<file path="config.mk">
export PLATFORM = sky130hd
export DESIGN_NAME = booth
export DESIGN_NICKNAME = d
export VERILOG_FILES = /design/src/rtl/booth_pkg.sv /design/src/rtl/booth_r8_pp.sv /design/src/rtl/booth.sv
export SDC_FILE = /design/constraint.sdc
export NUM_CORES = 1
export LEC_CHECK = 0
export ABC_AREA = 1
export CORE_AREA = 2 2 89 176
export CTS_CLUSTER_DIAMETER = 60
export DETAILED_ROUTE_END_ITERATION = 6
export DIE_AREA = 0 0 91 178
export GPL_ROUTABILITY_DRIVEN = 1
export GPL_TIMING_DRIVEN = 0
export PLACE_DENSITY = 0.48
export SLEW_MARGIN = 20
export SYNTH_ARGS = -nofsm -noshare
export SYNTH_HDL_FRONTEND = slang
export SYNTH_HIERARCHICAL = 1
export SYNTH_SLANG_ARGS = --single-unit
</file>
<file path="constraint.sdc">
create_clock -name CLK -period 5.37 [get_ports CLK]
set_input_delay 1.611 -clock CLK [delete_from_list [all_inputs] [get_ports CLK]]
set_output_delay 1.611 -clock CLK [all_outputs]
set_load 0.03 [all_outputs]
</file>
<file path="src/rtl/booth_pkg.sv">
// Shared widths and radix-8 Booth digit encoding for the booth multiplier.
package booth_pkg;

    localparam int OP_W   = 8;
    localparam int PROD_W = 16;
    localparam int MUL_W  = 10;

    typedef enum logic [3:0] {
        ZERO, P1, P2, P3, P4, N1, N2, N3, N4
    } sel_t;

    // Window {b3,b2,b1,b0} maps to digit -4*b3 + 2*b2 + b1 + b0.
    function automatic sel_t booth_decode(input logic [3:0] win);
        sel_t s;
        case (win)
            4'b0001, 4'b0010: s = P1;
            4'b0011, 4'b0100: s = P2;
            4'b0101, 4'b0110: s = P3;
            4'b0111:          s = P4;
            4'b1000:          s = N4;
            4'b1001, 4'b1010: s = N3;
            4'b1011, 4'b1100: s = N2;
            4'b1101, 4'b1110: s = N1;
            default:          s = ZERO;
        endcase
        return s;
    endfunction

endpackage

</file>
<file path="src/rtl/booth_r8_pp.sv">
// One radix-8 Booth partial product: selects 0/±x/±2x/±3x/±4x, sign-extends, shifts.
// Purely combinational; no flow control.
module booth_r8_pp
    import booth_pkg::*;
#(
    parameter int SHIFT = 0
) (
    input  logic [3:0]        win,
    input  logic [OP_W-1:0]   x,
    input  logic [MUL_W-1:0]  x3,
    output logic [PROD_W-1:0] pp
);

    sel_t              sel;
    logic [MUL_W-1:0]  xe;
    logic [MUL_W-1:0]  mag;
    logic              neg;
    logic [PROD_W-1:0] mag_ext;
    logic [PROD_W-1:0] pp_raw;

    assign sel = booth_decode(win);
    assign xe  = {{(MUL_W-OP_W){x[OP_W-1]}}, x};

    always_comb begin
        mag = '0;
        neg = 1'b0;
        case (sel)
            P1:      mag = xe;
            P2:      mag = xe << 1;
            P3:      mag = x3;
            P4:      mag = xe << 2;
            N1: begin mag = xe;      neg = 1'b1; end
            N2: begin mag = xe << 1; neg = 1'b1; end
            N3: begin mag = x3;      neg = 1'b1; end
            N4: begin mag = xe << 2; neg = 1'b1; end
            default: mag = '0;
        endcase
    end

    // Negation as invert plus the +1 correction folded into the same sum.
    assign mag_ext = {{(PROD_W-MUL_W){mag[MUL_W-1]}}, mag};
    assign pp_raw  = (mag_ext ^ {PROD_W{neg}}) + {{(PROD_W-1){1'b0}}, neg};
    assign pp      = pp_raw << SHIFT;

endmodule

</file>
<file path="src/rtl/booth.sv">
// 8x8 signed radix-8 Booth multiplier; latency 1 cycle, or 2 with BOOTH_IN_REG_EN defined.
// Accepts one operand pair per clock with no handshake.
module booth
    import booth_pkg::*;
(
    input  logic              CLK,
    input  logic              RST,
    input  logic [OP_W-1:0]   x,
    input  logic [OP_W-1:0]   multiplier,
    output logic [PROD_W-1:0] final_result
);

    logic [MUL_W-1:0]  x_ext;
    logic [MUL_W-1:0]  x3_in;
    logic [OP_W-1:0]   x_s;
    logic [OP_W-1:0]   m_s;
    logic [MUL_W-1:0]  x3_s;
    logic [OP_W:0]     m9;
    logic [PROD_W-1:0] pp0, pp1, pp2;

    // The hard 3x multiple is built once per operand and shared by all digits.
    assign x_ext = {{(MUL_W-OP_W){x[OP_W-1]}}, x};
    assign x3_in = x_ext + (x_ext << 1);

`ifdef BOOTH_IN_REG_EN
    always_ff @(posedge CLK) begin
        if (RST) begin
            x_s  <= '0;
            m_s  <= '0;
            x3_s <= '0;
        end else begin
            x_s  <= x;
            m_s  <= multiplier;
            x3_s <= x3_in;
        end
    end
`else
    assign x_s  = x;
    assign m_s  = multiplier;
    assign x3_s = x3_in;
`endif

    assign m9 = {m_s[OP_W-1], m_s};

    booth_r8_pp #(.SHIFT(0)) u_pp0 (
        .win (m9[3:0] << 1),
        .x   (x_s),
        .x3  (x3_s),
        .pp  (pp0)
    );

    booth_r8_pp #(.SHIFT(3)) u_pp1 (
        .win (m9[5:2]),
        .x   (x_s),
        .x3  (x3_s),
        .pp  (pp1)
    );

    booth_r8_pp #(.SHIFT(6)) u_pp2 (
        .win (m9[8:5]),
        .x   (x_s),
        .x3  (x3_s),
        .pp  (pp2)
    );

    always_ff @(posedge CLK) begin
        if (RST) final_result <= '0;
        else     final_result <= pp0 + pp1 + pp2;
    end

endmodule

</file>
==> qor.yml, run 1 <==
vias_per_cell: 4.74
root_buffer: "clkbuf_16"
cts_tree: "yes"
overflow: 0
grt_use_met3: 0.00507
totalWireLength_um: 15000
fp.dieH_um: 178
setup_tns_ps: 0
port_buffers: 33
synth_area_per_cell_um2: 5.72
grt_pass1_wl_um: 24700
hold_violations: 0
drc: 0
hold_depth: 2
synthSimpleGateAreaFrac: 0.546
area_growth_pct: 28.7
place_hpwl_um: 12400
leakagePower_nw: 3.46
yosysTopAreaCell: "nand2_1"
synth_area_leaders: "nand2_1 (22%), ha_1 (9.5%), nand3_1 (9.1%)"
timing.fmax_ghz: 0.195
start_util: 0.345
post-route-period-util: 0.955
synth-main-ff-cell: "dfxtp_1"
gp_congestion: 0.836
crit_fanout: 13
clk_pin_slew_worst_paths_ps: 50
hold_path.class: "input port to flop"
grt_max_degree: 16
synthArstFlopShare: 0
grt_util_met1: 0.176
holdPathEnd: "final_result[0]"
synth_compound_area_frac: 0.0470
endpoint_kind: "flop"
netlist_area_um2: 5110
outcome: "complete, no violations"
met2_usage: 0.398
dr.pass1.iters: 4
synthXorXnorAreaFrac: 0.0394
required_ps: 5520
pwr_density_cell_nw_per_um2: 444
synth_cell_type_count: 36
cp-start-kind: "input port"
synth_adder_area_share: 0.162
core_um2: 14800
maxCapViolations: 0
vias: 5527
worstSetupPathType: "input port to flop"
antenna_found_initial: 0
synth_seq_cells: 16
yosys.area.top_type_share: 0.225
fillCellCount: 1681
die_w_um: 91
synthMuxAreaShare: 0
startpoint: "x[0]"
worstPathArrival_ps: 5280
hp-start: "RST"
track_usage: 0.187
antenna_cells: 0
cts_buffer_depth: 2
grt_pass1_vias: 5386
synth_edf_count: 0
ios: 34
ir_drop_mv: 0.149
synth_top_family_by_area: "simple AND/OR/NAND/NOR gates"
drtAntennaViolNets: 0
rows: 63
cts_sinks: 16
layout.nets: 1046
avgRoutedWirePerCell_um: 12.8
h-tree-depth: 1
cts_buffers: 3
top_register: "final_result"
drive_above_1_share: 0.248
drv_slew: 0
synthCells: 894
seq_area_frac_synth: 0.0627
ctsHoldBuffers: 0
setup_violations: 0
top_regs: "final_result: 16 flops"
busiest_layer: "met2"
dieArea_um2: 16200
total_power_mw: 2.92
yosys_warnings: 6
drt-initial-drc-count: 178
min_period_ps: 5130
largest_register_ffs: 16
## cell type report
class,instances,area (um2),share of cell area
plain buffers,24,224,0.0340
flip-flops and latches,16,320,0.0487
well taps,195,244,0.0371
multi-input cells,730,4640,0.706
repair buffers,64,561,0.0852
clock buffers,3,75.1,0.0114
inverters,133,512,0.0778
## through the flow
step	hold WS [ps]	util	cell area [um2]	instances	worst slack [ps]
3_3_place_gp	2220	0.386	5720	1131	-1410
6_report	1950	0.444	6580	1165	242
3_5_place_dp	2230	0.386	5720	1131	-1380
2_1_floorplan	1680	-	5140	903	435
5_1_grt	1980	0.444	6580	1165	-21.5
4_1_cts	1960	0.414	6140	1145	3.49
## power breakdown
group | internal (mW) | switching, mW | leakage (nW) | total (mW)
clock network | 0.0980 | 0.0505 | 0.0370 | 0.148
logic | 1.04 | 1.55 | 3.29 | 2.58
registers | 0.177 | 0.0101 | 0.134 | 0.187
total | 1.31 | 1.61 | 3.46 | 2.92
## cell usage in the layout (no fill, tap or decap), types with 8 or more instances in the layout
| master | n |
|---|---|
| nand2_1 | 286 |
| nand4_1 | 37 |
| conb_1 | 12 |
| clkdlybuf4s50_1 | 17 |
| buf_4 | 41 |
| nor2_4 | 17 |
| dfxtp_1 | 16 |
| o21ai_0 | 11 |
| buf_6 | 12 |
| nor2_1 | 59 |
| nand3_1 | 88 |
| nor2_2 | 22 |
| nand2_2 | 53 |
| nand3_2 | 15 |
| xor2_1 | 13 |
| o21ai_1 | 8 |
| ha_1 | 17 |
| ha_4 | 18 |
| inv_2 | 14 |
| a21oi_1 | 14 |
| inv_1 | 115 |
| nand2_4 | 8 |
| fa_1 | 16 |
## per-layer routing
layer	share of wire	vias up
met5	0	-
met4	0.049	0
met1	0.36	2458
met3	0.017	36
li1	-	2937
met2	0.57	96
## kinds of logic (layout without fill, tap and decap cells)
family                   count (synthesis)  in the layout
XOR/XNOR                                23             23
flip-flops                              16             16
buffers and inverters                  157            224
AO/OA/AOI/OAI                           44             44
adder cells (fa/ha/maj)                 56             56
other                                    3             12
AND/OR/NAND/NOR                        595            595
## how the worst max path moves through the flow
stage / end / slack (ps)
6_report: final_result[13] / 240
5_1_grt: final_result[15] / -20
4_1_cts: final_result[15] / 3
3_5_place_dp: final_result[15] / -1380
3_3_place_gp: final_result[15] / -1410
2_1_floorplan: final_result[15] / 430
## cell usage after synthesis (4+ instances only)
master	count
nor2_1	77
nor2_2	14
nor2_4	7
nand4_1	37
inv_1	120
fa_1	17
a21oi_1	18
nand3_1	93
o21ai_1	7
nand3_2	11
buf_4	11
o21ai_0	12
buf_6	8
inv_2	9
nand2_1	306
nand2_2	35
nand2_4	6
xnor2_1	4
dfxtp_1	16
ha_1	39
xor2_1	19
## critical path, cell delays in order
cell,delay [ps]
buf_8,130
ha_4,150
inv_1,40
fa_2,350
inv_1,80
a31oi_1,120
xnor2_2,300
inv_1,90
nor2_2,120
nor2_2,70
nand2_1,70
nand2_1,60
nand2_2,90
nand2_1,90
inv_1,90
nand2_2,80
nor2_4,160
nor2_1,80
fa_1,510
ha_4,320
nand2_2,80
nor2_1,120
and2_1,140
nand2_1,60
nand3_2,90
nand2_1,50
nand2_1,50
nor2_1,30
## timing repair
action | CTS | global route
pin swaps | 17 | 39
buffers inserted | 11 | 20
gates resized for setup | 93 | 92
cloned | 0 | 0
setup endpoints to repair | 12 | 9
Power figures use the tool's default switching activity.
==> run 2, diff against run 1 <==
SLEW_MARGIN = not set   (was 20)
==> results of run 2 <==
Same layout as run 1: the final DEF is identical, and so are final timing and power.
==> run 3, diff against run 2 <==
clock period = 4.9 ns   (was 5.37 ns; I/O delays follow)
==> run 3 against run 2 <==
  * Clock-buffer cell count is the same
  * Critical path type unchanged
  * Critical path depth grew 1
  * Worst hold slack lost 140 ps
  * First-iteration DRC count shrank 24%
  * Largest cell class unchanged
==> qor.yml, run 3 (synthesis gave the netlist of run 1 again) <==
overflow: 0
final_common_cell: "nand2_1"
largest_register_ffs: 16
antenna_found_initial: 0
setup_violations: 0
hold_violations: 0
clk_pin_slew_worst_paths_ps: 50
total_power_mw: 3.62
highest_layer: "met4"
rsz0062_at_grt: "true"
avgRoutedWirePerCell_um: 13.0
worstSetupPathType: "input port to flop"
cp-start-kind: "input port"
top_regs: "final_result: 16 flops"
core_um2: 14800
top_register: "final_result"
met1_length_um: 5440
worstPathArrival_ps: 4940
final_core_utilization: 0.496
leakagePower_nw: 3.72
drt-initial-drc-count: 136
crit_fanout: 5
post-route-period-util: 0.978
dr_wl_met3_um: 222
drv_slew: 0
min_period_ps: 4790
grt_max_degree: 16
final_cell_mix: "nand2_1 (249), inv_1 (99), nand2_2 (77)"
setup_ws_ps: 108
post-place-ws_ps: -1710
maxCapViolations: 0
rows: 63
ctsHoldBuffers: 0
outcome: "complete, no violations"
place_hpwl_um: 12400
h-tree-depth: 1
gp_congestion: 0.836
vias: 5699
vias_per_cell: 4.74
dieArea_um2: 16200
track_usage: 0.195
fp.dieH_um: 178
ios: 34
critPathMaxStageDelay_ps: 560
drc: 0
antenna_cells: 0
timing.fmax_ghz: 0.209
area_growth_pct: 43.9
slowest_stage: "fa_1"
required_ps: 5050
layout.nets: 1084
die_w_um: 91
dr.pass1.iters: 4
hold_path.class: "input port to flop"
root_buffer: "clkbuf_16"
cts_tree: "yes"
cts_buffers: 3
port_buffers: 33
endpoint_kind: "flop"
grt_pass1_wl_um: 25700
totalWireLength_um: 15600
drtAntennaViolNets: 0
start_util: 0.345
wl_met2_um: 9020
cts_buffer_depth: 2
hold_depth: 2
drive_above_1_share: 0.370
cts_sinks: 16
grt_pass1_vias: 5621
ir_drop_mv: 0.181
pwr_density_cell_nw_per_um2: 492
run 3: cell types whose count changed in the layout (fill, tap and decap cells not counted), sizes merged:
cell           previous run  this run
buf                      60       102
dlygate4sd2               1         0
clkdlybuf4s15             2         0
dlymetal6s2s              3         0
clkbuf                    8        10
run 3: power by group:
group	total (mW)	leakage, nW	internal [mW]	switching (mW)
combinational	3.25	3.55	1.35	1.90
clock	0.164	0.0370	0.107	0.0563
sequential	0.205	0.134	0.194	0.0111
total	3.62	3.72	1.65	1.97
run 3: through the flow:
stage                     area (um2)  instances  hold slack [ps]  setup TNS, ps
after floorplan                 5140        903             1540              0
after global placement          5720       1131             2080         -17450
after detailed placement        5720       1131             2090         -17110
after CTS                       6670       1178             1820          -7.75
after global routing            7360       1203             1840           -441
final                           7360       1203             1810              0
run 3: worst max-delay path: cells and delay by family:
kind                     cells  cell delay, ps
buffers and inverters        6             370
AND/OR/NAND/NOR             17            1440
AO/OA/AOI/OAI                1             140
XOR/XNOR                     1             240
adder cells (fa/ha/maj)      4            1280
run 3: cell type report:
class                   count  area (um2)
fillers                  1629        7460
plain buffers              24         224
repair buffers            102         888
well taps                 195         244
multi-input cells         730        5090
inverters                 133         517
clock buffers               3        75.1
flip-flops and latches     16         320
run 3: what timing repair did:
item | in CTS | in global routing
gates cloned | 0 | 1
gates resized for setup | 177 | 166
pin swaps | 60 | 99
setup endpoints to repair | 13 | 10
setup buffers | 44 | 24
run 3: routing by layer:
layer | global-route usage | vias to the layer above
met5 | 0 | -
met4 | 0.114 | 0
met3 | 0.00634 | 42
met2 | 0.410 | 80
met1 | 0.178 | 2562
li1 | - | 3015
run 3: worst paths after layout:
| kind | start | endpoint |
|---|---|---|
| setup / recovery | x[1] | final_result[15] |
| hold / removal | RST | final_result[0] |
